<file path="src/rtl/rps_pkg.sv">
// Shared constants and helpers for the rock-paper-scissors pushbutton path.
package rps_pkg;

  localparam int unsigned KEY_ROCK     = 0;
  localparam int unsigned KEY_PAPER    = 1;
  localparam int unsigned KEY_SCISSORS = 2;
  localparam int unsigned KEY_CONFIRM  = 3;

  localparam int unsigned DEBOUNCE_CYCLES_DEFAULT = 500000;
  localparam int unsigned KEY_IDX_W               = 2;
  localparam int unsigned MAX_KEYS                = 1 << KEY_IDX_W;

  typedef enum logic [0:0] {
    StIdle,
    StHeld
  } first_state_e;

  // Lowest set bit wins, so same-cycle presses resolve toward key 0.
  function automatic logic [KEY_IDX_W-1:0] lowest_index(input logic [MAX_KEYS-1:0] vec);
    logic [KEY_IDX_W-1:0] idx;
    idx = '0;
    for (int i = MAX_KEYS - 1; i >= 0; i--) begin
      if (vec[i]) idx = KEY_IDX_W'(i);
    end
    return idx;
  endfunction

endpackage

</file>
<file path="src/rtl/rps_key_debounce.sv">
// One pushbutton: 2-FF synchroniser, saturating debounce counter, stable level and press pulse.
module rps_key_debounce
  import rps_pkg::*;
#(
  parameter int unsigned DebounceCycles = DEBOUNCE_CYCLES_DEFAULT
) (
  input  logic clk_i,
  input  logic reset_i,
  input  logic key_n_i,
  output logic pressed_o,
  output logic press_pulse_o
);

  localparam int unsigned     CntW   = (DebounceCycles > 1) ? $clog2(DebounceCycles) : 1;
  localparam logic [CntW-1:0] CntMax = CntW'(DebounceCycles - 1);

  logic [1:0]      sync_q;
  logic            key_s;
  logic [CntW-1:0] cnt_q, cnt_d;
  logic            db_q, db_d;
  logic            pulse_q, pulse_d;

  // Synchroniser idles at 1 so a reset looks like a released key.
  assign key_s = ~sync_q[1];

  always_comb begin
    cnt_d = cnt_q;
    db_d  = db_q;
    if (key_s == db_q) begin
      cnt_d = '0;
    end else if (cnt_q == CntMax) begin
      db_d  = key_s;
      cnt_d = '0;
    end else begin
      cnt_d = cnt_q + CntW'(1);
    end
    pulse_d = db_d & ~db_q;
  end

  always_ff @(posedge clk_i) begin
    if (reset_i) begin
      sync_q  <= 2'b11;
      cnt_q   <= '0;
      db_q    <= 1'b0;
      pulse_q <= 1'b0;
    end else begin
      sync_q  <= {sync_q[0], key_n_i};
      cnt_q   <= cnt_d;
      db_q    <= db_d;
      pulse_q <= pulse_d;
    end
  end

  assign pressed_o     = db_q;
  assign press_pulse_o = pulse_q;

endmodule

</file>
<file path="src/rtl/rps_key_conditioner.sv">
// Conditions the raw active-low KEY bus: debounced levels, press pulses, sticky
// capture bits and a first-key-pressed latch.
module rps_key_conditioner
  import rps_pkg::*;
#(
  parameter int unsigned DEBOUNCE_CYCLES = DEBOUNCE_CYCLES_DEFAULT,
  parameter int unsigned NUM_KEYS        = 4
) (
  input  logic                 clk_i,
  input  logic                 reset_i,
  input  logic [NUM_KEYS-1:0]  key_n_i,
  input  logic [NUM_KEYS-1:0]  clear_i,
  output logic [NUM_KEYS-1:0]  pressed_o,
  output logic [NUM_KEYS-1:0]  press_pulse_o,
  output logic [NUM_KEYS-1:0]  captured_o,
  output logic                 first_valid_o,
  output logic [KEY_IDX_W-1:0] first_key_o
);

  logic [NUM_KEYS-1:0]  press_pulse;
  logic [NUM_KEYS-1:0]  captured_q, captured_d;
  first_state_e         state_q, state_d;
  logic [KEY_IDX_W-1:0] first_key_q, first_key_d;
  logic                 any_pulse, any_clear;

  for (genvar k = 0; k < NUM_KEYS; k++) begin : g_key
    rps_key_debounce #(
      .DebounceCycles(DEBOUNCE_CYCLES)
    ) u_debounce (
      .clk_i        (clk_i),
      .reset_i      (reset_i),
      .key_n_i      (key_n_i[k]),
      .pressed_o    (pressed_o[k]),
      .press_pulse_o(press_pulse[k])
    );
  end

  assign any_pulse = |press_pulse;
  assign any_clear = |clear_i;

  // A new press always beats a clear landing in the same cycle.
  assign captured_d = (captured_q & ~clear_i) | press_pulse;

  always_comb begin
    state_d     = state_q;
    first_key_d = first_key_q;
    unique case (state_q)
      StIdle: begin
        if (any_pulse) begin
          state_d     = StHeld;
          first_key_d = lowest_index(MAX_KEYS'(press_pulse));
        end
      end
      StHeld: begin
        if (any_clear) begin
          if (any_pulse) begin
            first_key_d = lowest_index(MAX_KEYS'(press_pulse));
          end else begin
            state_d = StIdle;
          end
        end
      end
      default: state_d = StIdle;
    endcase
  end

  always_ff @(posedge clk_i) begin
    if (reset_i) begin
      captured_q  <= '0;
      state_q     <= StIdle;
      first_key_q <= '0;
    end else begin
      captured_q  <= captured_d;
      state_q     <= state_d;
      first_key_q <= first_key_d;
    end
  end

  assign press_pulse_o = press_pulse;
  assign captured_o    = captured_q;
  assign first_valid_o = (state_q == StHeld);
  assign first_key_o   = first_key_q;

endmodule
</file>
<file path="config.mk">
export PLATFORM = sky130hd
export DESIGN_NAME = rps_key_conditioner
export DESIGN_NICKNAME = d
export VERILOG_FILES = /design/src/rtl/rps_pkg.sv /design/src/rtl/rps_key_debounce.sv /design/src/rtl/rps_key_conditioner.sv
export SDC_FILE = /design/constraint.sdc
export NUM_CORES = 1
export LEC_CHECK = 0
export ABC_CLOCK_PERIOD_IN_PS = 3500
export BUFFER_PORTS_ARGS = -buffer_cell sky130_fd_sc_hd__buf_2
export CAP_MARGIN = 20
export CORE_MARGIN = 2
export CORE_UTILIZATION = 40
export DETAILED_ROUTE_END_ITERATION = 16
export PLACE_DENSITY = 0.54
export RECOVER_POWER = 50
export SLEW_MARGIN = 10
export SYNTH_ARGS = -nofsm -noshare
export SYNTH_HDL_FRONTEND = slang
export SYNTH_SLANG_ARGS = --single-unit
</file>
<file path="constraint.sdc">
create_clock -name clk_i -period 3.5 [get_ports clk_i]
set_clock_uncertainty 0.1 [all_clocks]
set_input_delay 0 -clock clk_i [delete_from_list [all_inputs] [get_ports clk_i]]
set_output_delay 0 -clock clk_i [all_outputs]
set_load 0.02 [all_outputs]
</file>
==> out/results.ini <==
[run_status]
outcome=complete, no violations

[run]
maxCapViolations=0

[setup_path]
cp-end-kind=flip-flop
start_kind=flip-flop
path_buf_inv=0
crit_required_ns=3.64
path_cells=or4_1, or4_4, o21ai_4, nor2_1
crit_path_max_incr_delay_ns=0.58
cpLargestDelayFamily=simple AND/OR/NAND/NOR gates
worstSetupPathType=reg2reg
cp_slowest_cell=or4_4
critical_path_arrival_ns=2.40
cp_max_fo=19

[finish]
n_fill_cell=1059
final_core_util_pct=46.33
diodes=0
drive_above_1_share_pct=6.591
syn2layout_area_growth_pct=11.63
finalNonFillerCells=667
nets=541

[clock_network]
cts_max_level=3
cts_resized=0
cts_setup_buffers=0
root_buffer=clkbuf_8
clock_sinks=99
cts_tree=built
clk_pin_slew_ns=0.09
clockBufferDepth=2
holdBufCountCts=13
cts_made_buffers=9
worstSkewPairLatency_ns=0.36

[route]
firstDrtPassIters=4
wl_um=8551
drcViolationCount=0
vias_per_cell=5.207
first_iter_violations=101
dr_total_vias=3473
postRouteAntennaNets=0
routedWlPerCell_um=12.82

[grt]
globalRouteOverflowTotal=0
grt_usage_pct=16.33
grt_pass1_vias=3369
grt_first_pass_wirelength_um=15340
antenna_found_initial=0
grt_max_degree=30

[place]
dp.cells=639
place.gp.congestion=0.8441
post-dp-hpwl_um=6095
place_ws_ns=1.225
portBuffers=24

[sta]
fin_crit_sh_pct=64.66
maxSlewViolCount=0
setup_viol=0
tns_ns=0
fin_ws_ns=1.237
final-hold-violation-count=0
worst_pin_slew_ns=1.144
clock.fmax_ghz=0.4419
slew_headroom_pct=23.70
grt_setup_unrepaired=no
whs_ns=0.2508
min_period_ns=2.263

[synth]
yosys_warnings=0
netlist_area_um2=4304
ys_seq_area_share_pct=46.05
synthCells=495
syn_nets=509
synth_cell_type_count=40
synth_seq_cells=99
syn_area_per_cell_um2=8.695

[power]
leakagePower_nw=1.404
power.density_nw_per_um2=397.6
ir_drop_uv=313.5

[floorplan]
die_width_um=107.7
dieArea_um2=11610
io_pins=25
start_util_pct=41.51
design.core.area_um2=10370
rows=37
fp.dieH_um=107.7

[hold_path]
worstHoldPathType=in2reg

==> report_power, final <==
group | leakage (nW) | total (W) | internal, W | switching (W)
registers | 0.799 | 0.00113 | 0.00113 | 0.00000338
clock network | 0.0995 | 0.000742 | 0.000366 | 0.000376
logic | 0.505 | 0.0000342 | 0.0000162 | 0.0000180
==> through the flow <==
step | total power [W] | instance area (um^2)
2_1_floorplan | 0.001178 | 4304
3_3_place_gp | 0.001188 | 4508
3_5_place_dp | 0.001189 | 4508
4_1_cts | 0.001945 | 4832
5_1_grt | 0.001984 | 4805
6_report | 0.001910 | 4805
==> kinds of logic (layout without fill, tap and decap cells) <==
| family | Yosys count | in the layout | share of synthesized area [%] |
|---|---|---|---|
| flip-flops | 99 | 99 | 46.05 |
| AND/OR/NAND/NOR | 250 | 250 | 30.44 |
| AO/OA/AOI/OAI | 50 | 50 | 6.715 |
| adder cells (fa/ha/maj) | 4 | 4 | 1.163 |
| XOR/XNOR | 58 | 58 | 11.80 |
| buffers and inverters | 34 | 70 | 3.837 |
==> area by class of cell <==
type	count	area (um^2)	area share (%)
clock buffers	13	158.9	3.307
clock inverters	2	35.03	0.7292
inverters	15	56.30	1.172
multi-input cells	362	2157	44.90
flip-flops and latches	99	1982	41.25
well taps	136	170.2	3.542
repair buffers	40	245.2	5.104
==> cell usage in the layout (no fill, tap or decap), types with 2 or more instances in the layout <==
cell	n
inv_1	15
xnor2_1	40
clkbuf_1	20
and4_1	5
nor4_1	20
nand4_1	22
nand3_1	30
nand2_1	25
dfxtp_1	99
xor2_1	18
nand2b_1	2
o31ai_1	5
a21oi_1	23
nor3_1	19
nor4b_1	5
or4_1	6
ha_1	4
dlygate4sd3_1	13
or2_0	2
nor3b_1	2
or3_1	15
and3_1	5
buf_2	8
nor2_1	75
clkbuf_8	11
or2_2	10
o21ai_0	15
==> worst paths after layout <==
| check | start | to | slack, ns | cells past startpoint |
|---|---|---|---|---|
| setup / recovery | g_key[1].u_debounce.cnt_q[11]$_SDFF_PP0_ | g_key[1].u_debounce.cnt_q[9]$_SDFF_PP0_ | 1.24 | 4 |
| hold / removal | key_n_i[3] | g_key[3].u_debounce.sync_q[0]$_SDFF_PP1_ | 0.25 | 3 |
| setup reg to reg | g_key[1].u_debounce.cnt_q[11]$_SDFF_PP0_ | g_key[1].u_debounce.cnt_q[9]$_SDFF_PP0_ | 1.24 | 4 |
| hold reg to reg | g_key[0].u_debounce.sync_q[0]$_SDFF_PP1_ | g_key[0].u_debounce.sync_q[1]$_SDFF_PP1_ | 0.31 | 1 |
==> tightest hold or removal path: cells and delay by family <==
family / cells / cell delay [ns]
buf+inv: 2 / 0.61
simple gates: 1 / 0.08
==> cell usage after synthesis <==
master     instances  area share, %
a211oi_1           1           0.17
a21o_1             1           0.17
a21oi_1           23            2.7
a221oi_1           1           0.20
and2_1             1           0.15
and3_1             5           0.73
and4_1             5            1.0
and4_2             1           0.23
buf_4              8            1.4
buf_6              1           0.26
clkbuf_1          10           0.87
dfxtp_1           99             46
ha_1               4            1.2
inv_1             15            1.3
nand2_1           25            2.2
nand2b_1           2           0.29
nand3_1           30            3.5
nand3b_1           1           0.17
nand4_1           22            3.2
nand4b_1           1           0.20
nand4bb_1          1           0.26
nor2_1            75            6.5
nor3_1            19            2.2
nor3b_1            2           0.35
nor4_1            20            2.9
nor4b_1            5            1.0
o21a_1             1           0.17
o21ai_0           13            1.5
o21ai_1            3           0.35
o21ai_4            1           0.38
o221ai_1           1           0.20
o31ai_1            5           0.87
or2_0              2           0.29
or2_2             10            1.5
or3_1             15            2.2
or4_1              6            1.0
or4_4              1           0.26
or4bb_1            1           0.26
xnor2_1           40            8.1
xor2_1            18            3.7
==> registers in the layout (all words and copies together) (netlist names) <==
signal	cells
g_key.u_debounce.pressed_o	4
g_key.u_debounce.sync_q	8
g_key.u_debounce.press_pulse_o	4
captured_o	4
first_valid_o	1
g_key.u_debounce.cnt_q	76
first_key_o	2
==> routing by layer <==
| metal | global-route usage, % | part of all wire, % | vias to the layer above |
|---|---|---|---|
| met5 | 0 | 0 | - |
| met4 | 6.044 | 1.5 | 0 |
| met3 | 4.479 | 3.8 | 10 |
| met2 | 27.22 | 47 | 50 |
| met1 | 20.08 | 47 | 1619 |
| li1 | - | - | 1794 |
(Power assumes the default switching activity.)
